File: src/rtl/date_counter_leap_if.sv
// Command and status bundle of the BCD calendar counter.
// The master drives commands and load fields; the slave (the counter) drives calendar state and pulses.
interface date_counter_leap_if #(parameter int YEAR_DIGITS = 2);
  logic                     day_tick;
  logic [2:0]               inc_en;
  logic                     load_en;
  logic [7:0]               load_date;
  logic [7:0]               load_month;
  logic [4*YEAR_DIGITS-1:0] load_year;
  logic [7:0]               date;
  logic [7:0]               month;
  logic [4*YEAR_DIGITS-1:0] year;
  logic                     leap;
  logic                     month_carry;
  logic                     year_carry;
  logic                     load_err;

  modport master (
    output day_tick, inc_en, load_en, load_date, load_month, load_year,
    input  date, month, year, leap, month_carry, year_carry, load_err
  );

  modport slave (
    input  day_tick, inc_en, load_en, load_date, load_month, load_year,
    output date, month, year, leap, month_carry, year_carry, load_err
  );
endinterface

File: src/rtl/date_counter_leap.sv
// BCD date/month/year counter with exact month lengths and leap-year February.
// Supports a day tick with carries, per-field set-mode increments, and a validated full-date load.
module date_counter_leap #(
  parameter int YEAR_DIGITS = 2
) (
  input  logic clk,
  input  logic rst_n,
  date_counter_leap_if.slave bus
);
  localparam int YW = 4 * YEAR_DIGITS;

  logic [7:0]    date_q, month_q, date_nxt, month_nxt;
  logic [YW-1:0] year_q, year_nxt;
  logic          month_carry_q, year_carry_q, load_err_q;
  logic          month_carry_nxt, year_carry_nxt, load_err_nxt;

  logic [7:0]    cur_len, set_len, set_month, set_date, load_len;
  logic [YW-1:0] year_plus, set_year;
  logic          cur_leap, load_ok;

  function automatic logic div4(input logic [3:0] tens, input logic [3:0] ones);
    if (tens[0]) return (ones == 4'd2) || (ones == 4'd6);
    return (ones == 4'd0) || (ones == 4'd4) || (ones == 4'd8);
  endfunction

  // Century years fall back to the high digit pair only in the 4-digit build.
  function automatic logic leap_of(input logic [YW-1:0] y);
    logic [15:0] y16;
    y16 = 16'(y);
    if (YEAR_DIGITS == 4 && y16[7:0] == 8'h00) return div4(y16[15:12], y16[11:8]);
    return div4(y16[7:4], y16[3:0]);
  endfunction

  function automatic logic [7:0] month_len(input logic [7:0] m, input logic lp);
    case (m)
      8'h04, 8'h06, 8'h09, 8'h11: return 8'h30;
      8'h02:                      return lp ? 8'h29 : 8'h28;
      default:                    return 8'h31;
    endcase
  endfunction

  function automatic logic [7:0] bcd2_inc(input logic [7:0] v);
    if (v[3:0] >= 4'd9) return {v[7:4] + 4'd1, 4'd0};
    return {v[7:4], v[3:0] + 4'd1};
  endfunction

  function automatic logic [YW-1:0] year_inc(input logic [YW-1:0] y);
    logic [YW-1:0] r;
    logic          c;
    r = y;
    c = 1'b1;
    for (int i = 0; i < YEAR_DIGITS; i++) begin
      if (c) begin
        if (r[4*i +: 4] >= 4'd9) begin
          r[4*i +: 4] = 4'd0;
        end else begin
          r[4*i +: 4] = r[4*i +: 4] + 4'd1;
          c = 1'b0;
        end
      end
    end
    return r;
  endfunction

  function automatic logic digits_ok(input logic [YW+15:0] v);
    logic ok;
    ok = 1'b1;
    for (int i = 0; i < (YW + 16) / 4; i++) begin
      if (v[4*i +: 4] > 4'd9) ok = 1'b0;
    end
    return ok;
  endfunction

  assign cur_leap  = leap_of(year_q);
  assign cur_len   = month_len(month_q, cur_leap);
  assign year_plus = year_inc(year_q);

  // Set mode evaluates the date against the month/year it will land on this edge.
  assign set_month = bus.inc_en[1] ? ((month_q == 8'h12) ? 8'h01 : bcd2_inc(month_q)) : month_q;
  assign set_year  = bus.inc_en[2] ? year_plus : year_q;
  assign set_len   = month_len(set_month, leap_of(set_year));
  assign set_date  = bus.inc_en[0] ? ((date_q >= set_len) ? 8'h01 : bcd2_inc(date_q))
                                   : ((date_q > set_len) ? set_len : date_q);

  assign load_len = month_len(bus.load_month, leap_of(bus.load_year));
  assign load_ok  = digits_ok({bus.load_date, bus.load_month, bus.load_year})
                 && (bus.load_month >= 8'h01) && (bus.load_month <= 8'h12)
                 && (bus.load_date >= 8'h01) && (bus.load_date <= load_len);

  always_comb begin
    date_nxt        = date_q;
    month_nxt       = month_q;
    year_nxt        = year_q;
    month_carry_nxt = 1'b0;
    year_carry_nxt  = 1'b0;
    load_err_nxt    = 1'b0;
    if (bus.load_en) begin
      if (load_ok) begin
        date_nxt  = bus.load_date;
        month_nxt = bus.load_month;
        year_nxt  = bus.load_year;
      end else begin
        load_err_nxt = 1'b1;
      end
    end else if (bus.day_tick) begin
      if (date_q < cur_len) begin
        date_nxt = bcd2_inc(date_q);
      end else begin
        date_nxt        = 8'h01;
        month_carry_nxt = 1'b1;
        if (month_q == 8'h12) begin
          month_nxt      = 8'h01;
          year_nxt       = year_plus;
          year_carry_nxt = 1'b1;
        end else begin
          month_nxt = bcd2_inc(month_q);
        end
      end
    end else if (|bus.inc_en) begin
      date_nxt  = set_date;
      month_nxt = set_month;
      year_nxt  = set_year;
    end
  end

  always_ff @(posedge clk or negedge rst_n) begin
    if (!rst_n) begin
      date_q        <= 8'h01;
      month_q       <= 8'h01;
      year_q        <= '0;
      month_carry_q <= 1'b0;
      year_carry_q  <= 1'b0;
      load_err_q    <= 1'b0;
    end else begin
      date_q        <= date_nxt;
      month_q       <= month_nxt;
      year_q        <= year_nxt;
      month_carry_q <= month_carry_nxt;
      year_carry_q  <= year_carry_nxt;
      load_err_q    <= load_err_nxt;
    end
  end

  assign bus.date        = date_q;
  assign bus.month       = month_q;
  assign bus.year        = year_q;
  assign bus.leap        = cur_leap;
  assign bus.month_carry = month_carry_q;
  assign bus.year_carry  = year_carry_q;
  assign bus.load_err    = load_err_q;
endmodule

File: src/flat_wrapper.sv
// flat-port wrapper written by rule: the top's interface ports become plain ports
module date_counter_leap_flat 
#(
  parameter int YEAR_DIGITS = 2
)
  (clk, rst_n, bus_day_tick, bus_inc_en, bus_load_en, bus_load_date, bus_load_month, bus_load_year, bus_date, bus_month, bus_year, bus_leap, bus_month_carry, bus_year_carry, bus_load_err);
  date_counter_leap_if #(.YEAR_DIGITS(YEAR_DIGITS)) bus_i ();
  input  logic clk;
  input  logic rst_n;
  input wire logic [$bits(bus_i.day_tick)-1:0] bus_day_tick;
  input wire logic [$bits(bus_i.inc_en)-1:0] bus_inc_en;
  input wire logic [$bits(bus_i.load_en)-1:0] bus_load_en;
  input wire logic [$bits(bus_i.load_date)-1:0] bus_load_date;
  input wire logic [$bits(bus_i.load_month)-1:0] bus_load_month;
  input wire logic [$bits(bus_i.load_year)-1:0] bus_load_year;
  output wire logic [$bits(bus_i.date)-1:0] bus_date;
  output wire logic [$bits(bus_i.month)-1:0] bus_month;
  output wire logic [$bits(bus_i.year)-1:0] bus_year;
  output wire logic [$bits(bus_i.leap)-1:0] bus_leap;
  output wire logic [$bits(bus_i.month_carry)-1:0] bus_month_carry;
  output wire logic [$bits(bus_i.year_carry)-1:0] bus_year_carry;
  output wire logic [$bits(bus_i.load_err)-1:0] bus_load_err;
  assign bus_i.day_tick = bus_day_tick;
  assign bus_i.inc_en = bus_inc_en;
  assign bus_i.load_en = bus_load_en;
  assign bus_i.load_date = bus_load_date;
  assign bus_i.load_month = bus_load_month;
  assign bus_i.load_year = bus_load_year;
  assign bus_date = bus_i.date;
  assign bus_month = bus_i.month;
  assign bus_year = bus_i.year;
  assign bus_leap = bus_i.leap;
  assign bus_month_carry = bus_i.month_carry;
  assign bus_year_carry = bus_i.year_carry;
  assign bus_load_err = bus_i.load_err;
  date_counter_leap #(.YEAR_DIGITS(YEAR_DIGITS)) u_core (.clk(clk), .rst_n(rst_n), .bus(bus_i));
endmodule
File: config.mk
export PLATFORM = sky130hd
export DESIGN_NAME = date_counter_leap_flat
export DESIGN_NICKNAME = d
export VERILOG_FILES = /design/src/rtl/date_counter_leap_if.sv /design/src/rtl/date_counter_leap.sv /design/src/flat_wrapper.sv
export SDC_FILE = /design/constraint.sdc
export NUM_CORES = 1
export LEC_CHECK = 0
export CAP_MARGIN = 20
export CORE_MARGIN = 10
export CORE_UTILIZATION = 49
export CTS_BUF_LIST = sky130_fd_sc_hd__clkbuf_2
export DETAILED_ROUTE_END_ITERATION = 7
export GPL_TIMING_DRIVEN = 1
export PLACE_DENSITY_LB_ADDON = 0.15
export SYNTH_ARGS = -nofsm -noshare
export SYNTH_HDL_FRONTEND = slang
export SYNTH_SLANG_ARGS = --single-unit
File: constraint.sdc
create_clock -name clk -period 4.3 [get_ports clk]
set_input_delay 1.29 -clock clk [delete_from_list [all_inputs] [get_ports clk]]
set_output_delay 1.29 -clock clk [all_outputs]
set_load 0.1 [all_outputs]
* Yosys cells after proc, flatten, opt, wreduce, memory -nomap -nowiden
Cells that the tools add are included.
** Storage, ports and cells
- Register bits after elaboration :: 27
- Input bits :: 31
- Logic and storage cells :: 167
** Cells by class
- Magnitude comparators :: 17
- Add/subtract/negate cells :: 6
- Eq/ne operators :: 34
- Multiplexer cells :: 72
- Reductions and logical operators :: 29
** Operator list (number)
- $mux 8 :: 29
- $eq 8x3->1 const B :: 6
- $pmux 8 s2 :: 3
- $mux 1 :: 37
- $eq 8x5->1 const B :: 4
- $add 4x1->4 const B :: 6
- $eq 4x3->1 const B :: 6
- $eq 8x2->1 const B :: 3
- $eq 8x4->1 const B :: 3
- $gt 4x4->1 const B :: 6
- $ge 4x4->1 const B :: 4
- $ge 8x1->1 const B :: 2
- $eq 4x2->1 const B :: 3
- $eq 4x4->1 const B :: 3
- $logic_not 4->1 :: 3
- $mux 4 :: 3
- $reduce_or 4->1 :: 3
- $reduce_and 5->1 :: 2
- $logic_or 1x1->1 :: 9
- $ge 8x8->1 :: 1
- $gt 8x8->1 :: 1
- $le 8x5->1 const B :: 1
- $le 8x8->1 :: 1
- $lt 8x8->1 :: 1
- other kinds (12) :: 18

* Logic depth before layout (Yosys ltp)
Gate-level depths: netlist of run 1.
- Depth in word-level cells :: 16
- Depth in mapped cells :: 20
- Depth with buffers taken out :: 20

* Worst setup path after synthesis of run 1
Ideal clock, no wire load.
- Path type :: register to register
- Start :: reg u_core.month_q[1], in the netlist u_core.bus.month[1]
- End :: reg u_core.date_q[5], in the netlist u_core.bus.date[5]
- Buffers on the path :: 0
- Period minus slack after synthesis :: 5.170 ns
- Cell stages (with the launch flop) :: 21
- Library setup time :: 0.127 ns
- Arrival :: 5.043 ns
- Path slack :: -0.870 ns
- Path through :: dfrtp_1 inv_1 ha_1 or3b_1 nand2_1 inv_1 ha_1 nand2b_1 nand2_1 a31o_2 nor2_1 a211oi_1 or2_2 ha_1 or4b_1 a221oi_2 nand2_1 nor4_2 a31o_4 nor3_4 mux2_4
** Between the ends
- Word-level cells in the longest chain between the ends :: 14
- Elaborated cells on any way between the ends :: 34
- Those cells by class :: 1 x add/sub; 4 x order compare; 13 x eq/ne; 12 x mux; 4 x reduce/logical
** RTL lines
- start: declaration :: RTL line date_counter_leap.sv:12 : logic [7:0] date_q, month_q, date_nxt, month_nxt;
- start signal: assignment :: RTL line date_counter_leap.sv:136 : month_q <= month_nxt;
- $ge 4x4->1 :: RTL line date_counter_leap.sv:43 : if (v[3:0] >= 4'd9) return {v[7:4] + 4'd1, 4'd0};
- $mux 1 :: RTL line date_counter_leap.sv:43
- $mux 8 :: RTL line date_counter_leap.sv:44 : return {v[7:4], v[3:0] + 4'd1};
- $mux 8 (2 in series) :: RTL line date_counter_leap.sv:79 : assign set_month = bus.inc_en[1] ? ((month_q == 8'h12) ? 8'h01 : bcd2_inc(month_q)) : month_q;
- $eq 8x3->1, or another cell as far along :: RTL line date_counter_leap.sv:35 : case (m)
- $reduce_or 4->1 :: RTL line date_counter_leap.sv:35
- $pmux 8 s2 :: RTL line date_counter_leap.sv:35
- $ge 8x8->1 :: RTL line date_counter_leap.sv:82 : assign set_date = bus.inc_en[0] ? ((date_q >= set_len) ? 8'h01 : bcd2_inc(date_q))
- $mux 8 (2 in series) :: RTL line date_counter_leap.sv:82
- $mux 8 :: RTL line date_counter_leap.sv:119 : end else if (|bus.inc_en) begin
- $mux 8 :: RTL line date_counter_leap.sv:105 : end else if (bus.day_tick) begin
- $mux 8 :: RTL line date_counter_leap.sv:97 : if (bus.load_en) begin
- end signal: assignment :: RTL line date_counter_leap.sv:135 : date_q <= date_nxt;
- end: declaration :: RTL line date_counter_leap.sv:12
Several ways; a longest one is shown, not always the timed one. The select of a mux whose other input is x is not followed.
A chain may end at the register's enable or synchronous reset.

* Worst setup path in the final report of run 1
Same ends and word-level chain as after synthesis.

==> results_tabular.tex, run 1 <==
\begin{tabular}{lr}
\hline
Metric & Value \\
\hline
\multicolumn{2}{l}{\textbf{Critical path}} \\
Endpoint class of the critical path & register \\
Maximum fanout encountered on the critical timing path & 3 \\
CP Class & register to register \\
Arrival time at the worst endpoint & between 4 and 5 ns \\
Worst reg2reg path depth & 20 \\
Endpoint required time on the critical path & between 4 and 5 ns \\
Startpoint kind of the worst setup timing path & register \\
\multicolumn{2}{l}{\textbf{Place}} \\
Buffers added on ports & just under 60 \\
GPL Wtd Cong & roughly 0.91 \\
Estimated wirelength of the detail-placed design & between 8000 and 9000 um \\
\multicolumn{2}{l}{\textbf{Routing}} \\
Final routed DRC violation total & 0 \\
Average wire per cell in the routed design & 18.8 um \\
Via count & $\sim$3.4k \\
DRC marker count from the first detailed-route iteration & around 270 \\
Routed Wire Length & approximately 10000 um \\
Residual antenna-violating net count after detailed routing & 0 \\
Avg Vias per Cell & about 6.2 \\
TritonRoute pass-1 iters & 5 \\
\multicolumn{2}{l}{\textbf{Yosys}} \\
Syn\_area\_per\_cell & 8.05 um2 \\
Combinational family with the most area after synthesis & compound AO/OA/AOI/OAI gates \\
Synthesized Nets & approximately 430 \\
Cell area after synthesis & $\sim$3000 um2 \\
Share of synthesized flip-flops with an asynchronous set or reset & 1.00 \\
Share of the synthesized area in compound gates (AO/OA/AOI/OAI) & 0.328 \\
Post-synthesis register bit count & 27 \\
Simple-gate share of the synthesized area & 0.239 \\
Warning count from the yosys run & 0 \\
Fraction of the mapped netlist area in adder cells & 0.113 \\
Main area contributors after synthesis & dfrtp\_1, ha\_1, nor2\_1 \\
Share of the yosys chip area belonging to registers & 0.228 \\
Syn Inst Count & 370 \\
Portion of synthesized cell area occupied by the leading cell type & 0.210 \\
Fraction of synthesized area in multiplexers & 0.0235 \\
Yosys top cell by area & dfrtp\_1 \\
Number of enable flip-flop cells after synthesis & 0 \\
Number of distinct library cell variants in the gate-level netlist after synthesis & 83 \\
Dominant cell by count in the synthesized netlist & nor2\_1 \\
Top cells by count, synth & nor2\_1, nand2\_1, ha\_1, inv\_1, o21ai\_0 \\
Xor and xnor area share after synthesis & 0.0147 \\
Top flip-flop cell by instance count after synthesis & dfrtp\_1 \\
\multicolumn{2}{l}{\textbf{Floorplanning}} \\
Initial core utilization & 0.503 \\
Io pins & 59 \\
Placeable core area & 5920 um2 \\
Total Die Area & 9600 um2 \\
Standard-cell row count & 28 \\
Horizontal extent of the die & 98.0 um \\
Die H & 98.0 um \\
\multicolumn{2}{l}{\textbf{Clock tree}} \\
Number of CTS-inserted buffers & 3 \\
TritonCTS Sinks & 27 \\
CTS clk-pin slew, worst paths & about 0.27 ns \\
CTS tree & done \\
Number of hold-repair buffers added at the cts stage & 0 \\
CTS root buffer & clkbuf\_2 \\
Clock insertion delay at the later pin of the skew report & about 0.40 ns \\
Buffer depth of the longest clock path & 2 \\
Number of levels in the clock H-tree & 1 \\
\multicolumn{2}{l}{\textbf{Outcome}} \\
Violations in the final reports & setup timing \\
Result of the run & complete, but fails checks \\
\multicolumn{2}{l}{\textbf{Timing}} \\
Headroom to the max-slew limit & 0.341 \\
Setup total negative slack & -0.0442 ns \\
Number of hold violations in the final report & 0 \\
Clock tree skew after final layout & slightly above 0.03 ns \\
Achievable clock frequency & 230 MHz \\
Final period utilization & 1.01 \\
Unrepaired setup endpoints after global routing & true \\
Min Tclk post-route & approximately 4.3 ns \\
Measured slew at the worst slew-check pin & about 1 ns \\
Setup violation total in the final timing report & 1 \\
Worst setup slack after layout & -0.0442 ns \\
Max Slew Vio Count & 0 \\
\multicolumn{2}{l}{\textbf{Power and ir drop}} \\
Leakage dissipation & between 1.5 and 2 nW \\
IR Drop Worst-Case VDD & $\sim$0.56 mV \\
Total power consumption of the routed design & between 2 and 2.5 mW \\
PwrDens & approximately 590 nW/um2 \\
\multicolumn{2}{l}{\textbf{Run}} \\
Maxcap violations & 0 \\
\multicolumn{2}{l}{\textbf{Hold path}} \\
Path category of the worst min-delay check & register to register \\
Hold Path Depth & 2 \\
\multicolumn{2}{l}{\textbf{Finish}} \\
Fraction of final layout cells with drive strength greater than 1 & 0.254 \\
Number of inserted diodes & 0 \\
Growth of design area from synthesis to finish & 40.1\% \\
Layout net count & approximately 530 \\
\multicolumn{2}{l}{\textbf{GRT}} \\
GRT Util Overall & 0.203 \\
Met1 track demand over resource in global routing & 0.260 \\
Met3 usage & 0.0366 \\
Largest net degree at the start of global routing & 28 \\
First-pass GRT wire length & between 15000 and 20000 um \\
Antenna violations before repair & 0 \\
Vias in the first global route & about 3.2k \\
Overflow left after global routing & 0 \\
Layer with the highest usage after global routing & met2 \\
Met2 GRT Util & 0.338 \\
\hline
\end{tabular}
-- critical path: stages (launching register included) --
cell and delay, ns:
dfrtp_4 0.55, inv_4 0.09, ha_4 0.13, or3b_4 0.38, nand2_2 0.08, inv_2 0.05
ha_4 0.27, nand2b_4 0.12, a21oi_2 0.06, a211oi_2 0.17, o2111a_1 0.23, a211oi_2 0.06
or2_4 0.25, ha_4 0.21, or4b_4 0.49, a221oi_2 0.28, nand2_1 0.15, nor4_4 0.20
a31o_4 0.17, nor3_4 0.05, mux2_4 0.28
-- logic make-up (layout without fill, tap and decap cells) --
group                      count (synthesis)  after routing
xor gates and xnor gates                   5              5
DFF                                       27             27
AOI/OAI and AO/OA                        130            130
and+or+nand+nor                          134            134
adders and majority gates                 27             27
muxes                                      6              6
buffers and inverters                     41            143
-- what timing repair did --
action | in CTS | in global routing
gates resized for setup | 8 | 8
gates cloned | 0 | 0
setup buffers | 1 | 1
setup endpoints to repair | 6 | 8
pin swaps | 5 | 4
-- per-stage QoR --
| stage | util | hold slack (ns) | std cells | setup WS, ns | instance area (um2) |
|---|---|---|---|---|---|
| after floorplan | - | 0.757 | 370 | -0.209 | 3080 |
| after global placement | 0.687 | 0.534 | 541 | -0.663 | 4070 |
| after detailed placement | 0.687 | 0.553 | 541 | -0.733 | 4070 |
| after CTS | 0.697 | 0.579 | 546 | -0.0224 | 4130 |
| after global routing | 0.705 | 0.597 | 547 | -0.163 | 4170 |
| final | 0.705 | 0.579 | 547 | -0.0442 | 4170 |
-- layout by cell type, fill, tap and decap left out, drive strengths merged, types with 3 or more instances in the layout --
| cell | n |
|---|---|
| buf | 56 |
| a211oi | 8 |
| nand3 | 10 |
| a31o | 3 |
| and3 | 3 |
| clkbuf | 3 |
| a22oi | 4 |
| o211ai | 5 |
| ha | 27 |
| o31ai | 3 |
| dfrtp | 25 |
| o21ai | 27 |
| a21oi | 20 |
| nor2b | 4 |
| nor3 | 9 |
| o22ai | 3 |
| a31oi | 11 |
| mux2 | 5 |
| clkdlybuf4s50 | 53 |
| xnor2 | 4 |
| nor4 | 4 |
| o21a | 6 |
| a32o | 4 |
| or3b | 3 |
| a32oi | 4 |
| nor4b | 3 |
| nand2 | 39 |
| nor2 | 39 |
| nor3b | 5 |
| a22o | 6 |
| inv | 28 |
| nand2b | 5 |
-- final timing paths --
check                                                startpoint                              end  slack, ns
worst min-delay path             u_core.bus.date[6]$_DFFE_PN0P_   u_core.bus.date[6]$_DFFE_PN0P_       0.58
worst min register to register   u_core.bus.date[6]$_DFFE_PN0P_   u_core.bus.date[6]$_DFFE_PN0P_       0.58
worst max register to register  u_core.bus.month[1]$_DFFE_PN0P_   u_core.bus.date[5]$_DFFE_PN0P_      -0.04
min in group asynchronous                                 rst_n  u_core.bus.month[6]$_DFFE_PN0P_       1.21
max in group asynchronous                                 rst_n   u_core.bus.date[0]$_DFFE_PN1P_       2.72
worst max-delay path            u_core.bus.month[1]$_DFFE_PN0P_   u_core.bus.date[5]$_DFFE_PN0P_      -0.04
-- cell type report --
type / count / area [um2]
clock buffer: 3 / 15.0
sequential: 27 / 691
inverter: 29 / 114
fill: 488 / 1750
timing repair buffer: 110 / 960
clock inverter: 1 / 7.51
tap: 75 / 93.8
multi-input combinational: 302 / 2290
-- per-layer routing --
layer / vias up / part of all wire
li1: 1607 / -
met5: - / 0
met1: 1633 / 0.44
met4: 0 / 0.023
met2: 154 / 0.47
met3: 23 / 0.068
-- flip-flops by register name, indices dropped and copies added (netlist names) --
register,flops
u_core.bus.year,8
u_core.bus.month_carry,1
u_core.bus.date,8
u_core.bus.month,8
u_core.bus.load_err,1
u_core.bus.year_carry,1
-- power breakdown --
group,total [mW],switching (mW),internal [mW],leakage (nW)
logic,1.93,1.22,0.705,1.40
registers,0.437,0.104,0.334,0.326
clock network,0.110,0.0884,0.0215,0.0126
total,2.48,1.42,1.06,1.73
Note: power is estimated with default switching activity, not from simulation.
==> run 2: changes to the inputs <==
--- a/config.mk
+++ b/config.mk
@@ -5,9 +5,11 @@
 export SDC_FILE = /design/constraint.sdc
 export NUM_CORES = 1
 export LEC_CHECK = 0
+export ABC_AREA = 1
+export ABC_CLOCK_PERIOD_IN_PS = 4300
 export CAP_MARGIN = 20
 export CORE_MARGIN = 10
-export CORE_UTILIZATION = 49
+export CORE_UTILIZATION = 50
 export CTS_BUF_LIST = sky130_fd_sc_hd__clkbuf_2
 export DETAILED_ROUTE_END_ITERATION = 7
 export GPL_TIMING_DRIVEN = 1
==> run 2 against run 1 <==
The flow now finishes without violations. First-iteration DRC count shrank 21%. Hold slack lost 0.023 ns. Clock-buffer cell count grew 1. Non-clock buffer count shrank 47. Largest cell class unchanged.
==> results_tabular.tex, run 2 <==
\begin{tabular}{lr}
\hline
Metric & Value \\
\hline
\multicolumn{2}{l}{\textbf{Outcome}} \\
Result of the run & finished clean \\
\multicolumn{2}{l}{\textbf{Critical path}} \\
Most prevalent standard cell on the critical path & nand2\_1 \\
Source of the worst register-to-register timing path & u\_core.bus.month[0]\$\_DFFE\_PN1P\_ \\
Slowest cell on the critical path & dfstp\_2 \\
CP Class & register to register \\
Delay of the slowest cell on the worst path & 0.66 ns (+0.11 ns) \\
Arrival time at the worst endpoint & 4.24 ns (-0.41 ns) \\
Maximum fanout encountered on the critical timing path & 6 (+3) \\
Startpoint kind of the worst setup timing path & register \\
Endpoint class of the critical path & register \\
Endpoint required time on the critical path & 4.61 ns (about the same) \\
Critical Path Source & u\_core.bus.month[0]\$\_DFFE\_PN1P\_ \\
\multicolumn{2}{l}{\textbf{Floorplanning}} \\
Initial core utilization & 0.516 (+0.0131) \\
Io pins & 59 (unchanged) \\
Horizontal extent of the die & 101 um (+3.1\%) \\
Total Die Area & 10200 um2 (+6.2\%) \\
Die H & 101 um (+3.1\%) \\
Placeable core area & 6350 um2 (+7.2\%) \\
Standard-cell row count & 29 (+3.6\%) \\
\multicolumn{2}{l}{\textbf{Finish}} \\
Post-route design area & 3960 um2 (-5.2\%) \\
Fraction of final layout cells with drive strength greater than 1 & 0.151 (-0.103) \\
Layout net count & 601 (+13\%) \\
Most used cells in the layout excluding fill and tap cells & nand2\_1, inv\_1, clkdlybuf4s50\_1, nor2\_1, nand3\_1 \\
Most common cell after layout, fill and taps aside & nand2\_1 \\
Final core utilization & 0.623 (-0.0819) \\
Number of inserted diodes & 0 (unchanged) \\
Growth of design area from synthesis to finish & 20.7\% \\
Cell Count, Final, Fillers Out & 619 (+13\%) \\
\multicolumn{2}{l}{\textbf{Clock tree}} \\
Post-CTS Resized & 0 (-8) \\
CTS root buffer & clkbuf\_2 \\
Number of CTS-inserted buffers & 3 (unchanged) \\
CTS tree & done \\
Number of levels in the clock H-tree & 1 (unchanged) \\
Clock insertion delay at the later pin of the skew report & 0.37 ns (-0.03 ns) \\
Buffer depth of the longest clock path & 2 (unchanged) \\
Post-CTS Setup Bufs & 0 (-1) \\
Number of hold-repair buffers added at the cts stage & 0 (unchanged) \\
TritonCTS Sinks & 27 (unchanged) \\
CTS clk-pin slew, worst paths & 0.27 ns (about the same) \\
\multicolumn{2}{l}{\textbf{Routing}} \\
Routed Wire Length & 9480 um (-7.7\%) \\
TritonRoute pass-1 iters & 5 (unchanged) \\
Residual antenna-violating net count after detailed routing & 0 (unchanged) \\
Average wire per cell in the routed design & 15.3 um (-18\%) \\
DRC marker count from the first detailed-route iteration & 217 (-21\%) \\
Final routed DRC violation total & 0 (unchanged) \\
Via count & 3377 (-1.2\%) \\
Avg Vias per Cell & 5.46 (-13\%) \\
\multicolumn{2}{l}{\textbf{Yosys}} \\
Main area contributors after synthesis & dfrtp\_1, nand2\_1, ha\_1 \\
Cell area after synthesis & 3280 um2 (+10\%) \\
Warning count from the yosys run & 0 (unchanged) \\
Post-synthesis register bit count & 27 (unchanged) \\
Top flip-flop cell by instance count after synthesis & dfrtp\_1 \\
Syn Inst Count & 483 (+31\%) \\
Share of the yosys chip area belonging to registers & 0.207 (-0.0208) \\
Number of distinct library cell variants in the gate-level netlist after synthesis & 48 (-42\%) \\
Number of enable flip-flop cells after synthesis & 0 (unchanged) \\
Syn\_area\_per\_cell & 6.79 um2 (-16\%) \\
Share of synthesized flip-flops with an asynchronous set or reset & 1.00 (unchanged) \\
Dominant cell by count in the synthesized netlist & nand2\_1 \\
Top cells by count, synth & nand2\_1, inv\_1, nor2\_1 \\
Portion of synthesized cell area occupied by the leading cell type & 0.191 (-0.0192) \\
Synthesized Nets & 541 (+26\%) \\
Yosys top cell by area & dfrtp\_1 \\
\multicolumn{2}{l}{\textbf{Hold path}} \\
Path category of the worst min-delay check & register to register \\
Launch point of the worst hold path & u\_core.bus.date[7]\$\_DFFE\_PN0P\_ \\
\multicolumn{2}{l}{\textbf{GRT}} \\
Largest net degree at the start of global routing & 28 (unchanged) \\
Met3 usage & 0.0350 (-0.00167) \\
GRT Util Overall & 0.181 (-0.0224) \\
Met2 GRT Util & 0.309 (-0.0290) \\
Overflow left after global routing & 0 (unchanged) \\
Vias in the first global route & 3238 (+0.78\%) \\
Antenna violations before repair & 0 (unchanged) \\
Met1 track demand over resource in global routing & 0.235 (-0.0252) \\
Layer with the highest usage after global routing & met2 \\
First-pass GRT wire length & 15500 um (-6.9\%) \\
\multicolumn{2}{l}{\textbf{Timing}} \\
Worst setup slack after layout & 0.372 ns (+0.416 ns) \\
Unrepaired setup endpoints after global routing & false \\
Measured slew at the worst slew-check pin & 0.982 ns (-0.00334 ns) \\
Achievable clock frequency & 255 MHz (+11\%) \\
Min Tclk post-route & 3.93 ns (-0.416 ns) \\
Headroom to the max-slew limit & 0.343 (+0.00223) \\
Setup violation total in the final timing report & 0 (-1) \\
Max Slew Vio Count & 0 (unchanged) \\
Final period utilization & 0.914 (-0.0968) \\
Setup total negative slack & 0 ns (+0.0442 ns) \\
Clock tree skew after final layout & 0.00371 ns (-0.0273 ns) \\
Hold\_ws & 0.556 ns (-0.0228 ns) \\
Number of hold violations in the final report & 0 (unchanged) \\
\multicolumn{2}{l}{\textbf{Power and ir drop}} \\
Leakage dissipation & 1.96 nW (+13\%) \\
PwrDens & 527 nW/um2 (-11\%) \\
Total power consumption of the routed design & 2.08 mW (-16\%) \\
IR Drop Worst-Case VDD & 0.473 mV (-16\%) \\
\multicolumn{2}{l}{\textbf{Run}} \\
Maxcap violations & 0 (unchanged) \\
\multicolumn{2}{l}{\textbf{Place}} \\
Estimated wirelength of the detail-placed design & 7510 um (-6.8\%) \\
Placement Cell Area & 3940 um2 (-3.2\%) \\
GPL Wtd Cong & 0.959 (+5.0\%) \\
Worst setup slack before clock tree synthesis & 0.0887 ns (+0.822 ns) \\
Cell Count Post-Placement & 615 (+14\%) \\
Buffers added on ports & 58 (unchanged) \\
\hline
\end{tabular}
-- run 2: cell families (layout without fill, tap and decap cells) --
family	after synthesis	count (layout)	synth area share
fa+ha+maj	27	27	0.103
simple gates	260	260	0.415
xor+xnor	5	5	0.0134
buf+inv	78	137	0.102
compound gates	86	86	0.160
flops	27	27	0.207
-- run 2: metal layers --
layer  share of wire  vias to the layer above
li1                -                     1704
met5               0                        -
met4          0.0049                        0
met3           0.065                        6
met1            0.45                     1546
met2            0.48                      121
-- run 2: layout make-up --
cell class	count	area, um2
flip-flops and latches	27	678
inverters	70	274
fillers	630	2390
multi-input cells	378	2270
clock buffers	4	20.0
well taps	77	96.3
repair buffers	63	621
-- run 2: final timing paths --
check	depth (start not counted)	to	slack (ns)
max	25	u_core.bus.date[5]$_DFFE_PN0P_	0.37
min	2	u_core.bus.date[7]$_DFFE_PN0P_	0.56
max reg2reg	25	u_core.bus.date[5]$_DFFE_PN0P_	0.37
min reg2reg	2	u_core.bus.date[7]$_DFFE_PN0P_	0.56
max in group asynchronous	2	u_core.bus.date[0]$_DFFE_PN1P_	2.73
min in group asynchronous	2	u_core.bus.month[2]$_DFFE_PN0P_	1.25
-- run 2: report_power, final --
part	switching (mW)	leakage, nW	internal [mW]
clock	0.0819	0.0166	0.0245
sequential	0.130	0.338	0.319
combinational	1.09	1.60	0.437
total	1.30	1.96	0.781
-- run 2: critical path: cells and delay by family, from the launching register on --
kind	cells	cell delay [ns]
flops	1	0.66
simple gates	15	1.66
compound gates	3	0.38
fa+ha+maj	3	0.82
buf+inv	4	0.34
